[config.mk]
export PLATFORM = sky130hd
export DESIGN_NAME = clock_gate_ctrl
export DESIGN_NICKNAME = d
export VERILOG_FILES = /design/src/rtl/clock_gate_ctrl.sv
export SDC_FILE = /design/constraint.sdc
export NUM_CORES = 1
export LEC_CHECK = 0
export CAP_MARGIN = 25
export CELL_PAD_IN_SITES_DETAIL_PLACEMENT = 1
export CELL_PAD_IN_SITES_GLOBAL_PLACEMENT = 1
export CORE_AREA = 2 2 40 42
export CTS_CLUSTER_SIZE = 12
export DETAILED_ROUTE_END_ITERATION = 7
export DIE_AREA = 0 0 42 44
export PLACE_DENSITY = 0.87
export SLEW_MARGIN = 20
export SYNTH_ARGS = -nofsm -noshare
export SYNTH_HDL_FRONTEND = slang
export SYNTH_SLANG_ARGS = --single-unit
[constraint.sdc]
create_clock -name clk -period 5.19 [get_ports clk]
set_input_delay 1.038 -clock clk [delete_from_list [all_inputs] [get_ports clk]]
set_output_delay 1.038 -clock clk [all_outputs]
set_load 0.1 [all_outputs]
[src/rtl/clock_gate_ctrl.sv]
// Idle-detect controller that produces the enable for a latch-based clock gater.
// Defining CLOCK_GATE_CTRL_STATS_EN adds a saturating gated-cycle counter.
module clock_gate_ctrl #(
    parameter int IDLE_CYCLES = 16,
    parameter int WAKE_CYCLES = 2,
`ifdef CLOCK_GATE_CTRL_STATS_EN
    parameter int STATS_W     = 32,
`endif
    parameter int CNT_W       = $clog2((IDLE_CYCLES > WAKE_CYCLES ? IDLE_CYCLES : WAKE_CYCLES) + 1)
) (
    input  logic               clk,
    input  logic               reset,
    input  logic               i__busy,
    input  logic               i__req_valid,
    input  logic               i__wake,
    output logic               o__req_ready,
    output logic               o__enable,
    output logic               o__gated
`ifdef CLOCK_GATE_CTRL_STATS_EN
    ,
    output logic [STATS_W-1:0] o__gated_cycles
`endif
);

    typedef enum logic [1:0] {
        ACTIVE = 2'd0,
        DRAIN  = 2'd1,
        GATED  = 2'd2,
        WAKE   = 2'd3
    } state_t;

    localparam logic [CNT_W-1:0] IDLE_LAST = CNT_W'(IDLE_CYCLES - 1);
    localparam logic [CNT_W-1:0] WAKE_LAST = CNT_W'(WAKE_CYCLES - 1);

    state_t           state;
    state_t           state_nxt;
    logic [CNT_W-1:0] cnt;
    logic [CNT_W-1:0] cnt_nxt;
    logic             idle;
    logic             enable_nxt;
    logic             ready_nxt;
    logic             gated_nxt;

    assign idle = !i__busy && !i__req_valid && !i__wake;

    // NOTE: sequential state uses non-blocking assignments so every flop samples pre-edge values.
    always_ff @(posedge clk or posedge reset) begin
        if (reset) begin
            state        <= ACTIVE;
            cnt          <= '0;
            o__enable    <= 1'b1;
            o__req_ready <= 1'b1;
            o__gated     <= 1'b0;
        end else begin
            state        <= state_nxt;
            cnt          <= cnt_nxt;
            o__enable    <= enable_nxt;
            o__req_ready <= ready_nxt;
            o__gated     <= gated_nxt;
        end
    end

    // NOTE: defaults at the top of every combinational block keep all paths assigned, so no latches.
    always_comb begin
        state_nxt = state;
        cnt_nxt   = cnt;
        unique case (state)
            ACTIVE: begin
                if (idle) begin
                    if (IDLE_CYCLES == 1) begin
                        state_nxt = GATED;
                        cnt_nxt   = '0;
                    end else begin
                        state_nxt = DRAIN;
                        cnt_nxt   = CNT_W'(1);
                    end
                end
            end
            DRAIN: begin
                // Any activity on the final count wins over gating.
                if (!idle) begin
                    state_nxt = ACTIVE;
                    cnt_nxt   = '0;
                end else if (cnt == IDLE_LAST) begin
                    state_nxt = GATED;
                    cnt_nxt   = '0;
                end else begin
                    cnt_nxt = cnt + CNT_W'(1);
                end
            end
            GATED: begin
                if (!idle) begin
                    state_nxt = WAKE;
                    cnt_nxt   = '0;
                end
            end
            WAKE: begin
                if (cnt == WAKE_LAST) begin
                    state_nxt = ACTIVE;
                    cnt_nxt   = '0;
                end else begin
                    cnt_nxt = cnt + CNT_W'(1);
                end
            end
            default: begin
                state_nxt = ACTIVE;
                cnt_nxt   = '0;
            end
        endcase
    end

    // NOTE: outputs decode the next state and are then flopped, so the gater enable is glitch-free.
    always_comb begin
        enable_nxt = (state_nxt != GATED);
        ready_nxt  = (state_nxt == ACTIVE) || (state_nxt == DRAIN);
        gated_nxt  = (state_nxt == GATED);
    end

`ifdef CLOCK_GATE_CTRL_STATS_EN
    always_ff @(posedge clk or posedge reset) begin
        if (reset) begin
            o__gated_cycles <= '0;
        end else if (!o__enable && (o__gated_cycles != {STATS_W{1'b1}})) begin
            o__gated_cycles <= o__gated_cycles + STATS_W'(1);
        end
    end
`endif

endmodule

# Yosys cells after proc, flatten, opt, wreduce, memory -nomap -nowiden
# Cells that the tools add are included.
[word_totals]
regBits = 10
in_bits = 5
output_inout_bits = 3
elab_cells = 37
[classes]
addsub = 1
n_eq_ne = 10
mux = 12
n_reduce_logical = 9
[op_table]
columns = ["cell", "n"]
rows = [
  ["5-bit 2-to-1 mux", 5],
  ["5-bit one-hot mux with 4 select lines", 1],
  ["2-bit 2-to-1 mux", 5],
  ["2-bit one-hot mux with 4 select lines", 1],
  ["2-bit equality test, second input constant", 3],
  ["2-bit inequality test, second input constant", 3],
  ["5-bit by 1-bit adder with 5-bit output, second input constant", 1],
  ["5-bit by 1-bit equality test with 1-bit output, second input constant", 1],
  ["5-bit by 4-bit equality test with 1-bit output, second input constant", 1],
  ["2-bit by 1-bit equality test with 1-bit output, second input constant", 2],
  ["2-bit zero test", 2],
  ["1-bit zero test", 3],
  ["1-bit logical AND", 2],
  ["2-bit AND reduction", 1],
  ["1-bit logical OR", 1],
]

# Logic depth before layout (Yosys ltp)
[depth]
ltp_word = 7
mapped_depth = 8
mapped_depth_nobuf = 8

# Worst setup path before layout
# No wires, ideal clock.
[synth_timing]
path_kind = "input -> register"
startpoint = "input port i__req_valid"
endpoint = "register cnt[3]"
setup_ps = 65
arrival_time_ps = 2131
required_ps = 5125
slack_ps = 2994
cell_stages = 4
path_buffers = 0
path_cell_list = "or3_4 or3_4 a211oi_2 a211o_1"
[synth_between]
elab_chain_cells = 5
word_cells_on_any_way = 8
classes_between = "2 x eq/ne; 2 x mux; 4 x reduce/logical"
[synth_lines]
columns = ["element", "line", "rtl"]
rows = [
  ["start, declared", "14", "input logic i__req_valid,"],
  ["1-bit zero test *", "44", "assign idle = !i__busy && !i__req_valid && !i__wake;"],
  ["1-bit logical AND * (2 in series)", "44", ""],
  ["5-bit 2-to-1 mux / 2-bit inequality test (equally long branches)", "--", ""],
  ["5-bit one-hot mux with 4 select lines / 2-bit AND reduction (equally long branches)", "--", ""],
  ["end signal, assigned", "56", "cnt <= cnt_nxt;"],
  ["end, declared", "37", "logic [CNT_W-1:0] cnt;"],
]
# Every way passes the cells marked *; elsewhere a longest branch is shown, timed or not.
# A chain may end at the register's enable or synchronous reset.

# Final worst setup path
[layout_timing]
startpoint = "register o__enable"
endpoint = "output port o__enable"
[layout_rtl]
columns = ["element", "line", "rtl"]
rows = [
  ["start, declared", "17", "output logic o__enable,"],
  ["start signal, assigned", "57", "o__enable <= enable_nxt;"],
]
# No word-level cell between the ends.

==> results.md <==
- DR vias/cell: 5.39
- Maximum ir drop on the vdd rail: 0.175 mV
- TritonCTS Sinks: 10
- Leakage power total: between 0.3 and 0.4 nW
- Max_slew headroom: between 30% and 40%
- Area grow syn2layout: 22.1%
- First-pass GRT wire length: around 2400 um
- Overall power consumption: 0.209 mW
- Cell breakdown of the critical path: clkdlybuf4s50_1
- Iteration-0 DRC count of the detailed router: 1
- Critical path type: reg2out
- Startpoint type of the worst setup path: flop
- Chip Width: 42 um
- Signal arrival time at the worst endpoint: 1.91 ns
- Number of gates given a new drive strength after cts: 0
- Number of buffers added for setup after CTS: 0
- Estimated wirelength of the detail-placed design: 938 um
- Category of cells accounting for the largest share of critical-path delay: buffers and inverters
- Most common cell after layout, fill and taps aside: sky130_fd_sc_hd__dfrtp_1
- Seq/Total Area, Yosys: 44.2%
- RSZ-0062 raised after global routing: false
- I/O Buffers: 7
- Worst setup EP type: output pin
- Count of yosys warnings during synthesis: 0
- Critical Path Slowest Stage Cell: sky130_fd_sc_hd__clkdlybuf4s50_1
- Detailed-router iteration count before antenna repair: 2
- Synth Register Bits: 10
- Largest net degree at the start of global routing: 11
- Most used cells in the layout excluding fill and tap cells: 8 x sky130_fd_sc_hd__dfrtp_1, 7 x sky130_fd_sc_hd__inv_1, 7 x sky130_fd_sc_hd__clkdlybuf4s50_1
- Final-layout setup total negative slack: 0 ns
- Measured slew at the worst slew-check pin: 0.964 ns
- Max capacitance violation total: 0
- Placeable Area: 1420 sq um
- Antenna fix cells: 0
- Die Height: 44 um
- Detail Route met2 WL: 725 um
- Skew-Pair Late Insertion Delay: 0.26 ns
- M1 WL: 620 um
- GRT Total Usage: 18.2%
- Max Clock Freq: 339 MHz
- I/O pin total: 8
- Pwr dens: 299 nW/um^2
- Avg WL per Cell: 16.4 um
- Final setup vio count: 0
- Count of final max-slew check failures: 0
- Clk root buf: sky130_fd_sc_hd__clkbuf_4
- Number of placement rows: 14
- Number of global-route vias before repair: 531
- Routed WL: 1380 um
- Number of vias after detailed routing: 453
- Number of nets with antenna violations after detailed routing: 0
- Number of buffers and inverters on the critical path: 1
- Number of antenna violations at the first check in global routing: 0
- Syn Std Cell Area: 572 sq um
- Number of buffers added by the clock tree synthesis step: 3
- Minimum clock period: slightly below 3 ns
- Sum of overflow across all layers after global routing: 0
- Worst-case clock skew: between 0.002 and 0.0025 ns
- Register clock-pin slew on the reported worst setup and hold paths: around 0.07 ns
- Tightest Hold Check Type: reg2reg
- Mapped Avg Cell Area: between 10 and 15 sq um
- CTS tree: yes
- Hold Fails Final Rpt: 0
- Number of H-tree levels: 1
- Worst path max stage delay: 1.12 ns
- Routed met3 length: 31 um
- Synth Net Count: 66
- Clock Path Buffers: 2
- CP Max Fanout: 1
- Starting density of the core: 40.3%
- Highest signal layer in the routed design: met3
- Die Area: 1850 sq um
- Cells after Synth: 57
- CP Data Required Time: 4.15 ns
- Outcome: complete, no violations
- Placer's final routability congestion estimate: 0.768
- Number of remaining DRC errors: 0
- Fin nets: 78
- Cell variety after synth: 26
- Layout cell share with drive strength beyond 1: 19.1%
- Period utilisation layout: between 50% and 60%
- Hold buffer count at cts: 0
==> flip-flops by register name, indices dropped and copies added (netlist names) <==
signal / count
cnt: 5
o__enable: 1
o__gated: 1
o__req_ready: 1
state: 2
==> synth_stat cells (all sizes together) <==
| cell | count | area (sq um) |
|---|---|---|
| ha | 4 | 50.1 |
| or4b | 1 | 10.0 |
| nand2b | 3 | 18.8 |
| nand3 | 3 | 20.0 |
| dfstp | 2 | 52.6 |
| o211ai | 1 | 7.51 |
| a211oi | 1 | 12.5 |
| or3 | 2 | 22.5 |
| a22oi | 2 | 20.0 |
| nor2b | 1 | 6.26 |
| nor3 | 2 | 15.0 |
| a21o | 2 | 15.0 |
| a21boi | 1 | 7.51 |
| and2 | 1 | 7.51 |
| a21oi | 2 | 10.0 |
| a211o | 1 | 8.76 |
| nor2 | 4 | 15.0 |
| o21ai | 3 | 15.0 |
| or2 | 1 | 6.26 |
| inv | 7 | 26.3 |
| a221o | 1 | 10.0 |
| nand2 | 4 | 15.0 |
| dfrtp | 8 | 200 |
==> power by group <==
part | total (mW) | internal [mW] | switching (mW)
Sequential | 0.0955 | 0.0855 | 0.0100
Combinational | 0.0419 | 0.0182 | 0.0237
Clock | 0.0714 | 0.0426 | 0.0288
==> final timing paths <==
| kind | from | to | slack, ns | cells past startpoint |
|---|---|---|---|---|
| max reg2reg | cnt[0] | cnt[3] | 3.31 | 7 |
| min reg2reg | cnt[1] | cnt[1] | 0.56 | 1 |
| max in group asynchronous | reset | o__req_ready | 3.80 | 2 |
| max | o__enable | o__enable | 2.24 | 1 |
| min in group asynchronous | reset | cnt[1] | 1.07 | 2 |
| min | cnt[1] | cnt[1] | 0.56 | 1 |
==> final cells by class <==
type | count | area (sq um)
fillers | 157 | 721
multi-input cells | 40 | 293
flip-flops and latches | 10 | 253
repair buffers | 7 | 70.1
clock buffers | 4 | 36.3
inverters | 7 | 26.3
well taps | 16 | 20.0
==> stage by stage <==
step	setup slack [ns]	std cells	area, sq um	hold WS (ns)	util (%)
global route	2.21	84	698	0.583	49.2
detailed placement	2.50	80	662	0.539	46.6
CTS	2.23	84	698	0.570	49.2
floorplan	2.99	57	572	0.498	-
global placement	2.53	80	662	0.518	46.6
finish	2.24	84	698	0.558	49.2
==> logic make-up (layout without fill, tap and decap cells) <==
family | after synthesis | after routing | synth area share, %
adder cells (fa/ha/maj) | 4 | 4 | 8.75
flip-flops | 10 | 10 | 44.2
buffers and inverters | 7 | 18 | 4.60
AO/OA/AOI/OAI | 14 | 14 | 18.6
AND/OR/NAND/NOR | 22 | 22 | 23.9
==> routing by layer <==
metal,track usage [%],vias up
met3,5.42,0
met5,0,-
met2,32.2,4
met1,21.6,230
met4,5.16,0
li1,-,219
(Power assumes the default switching activity.)
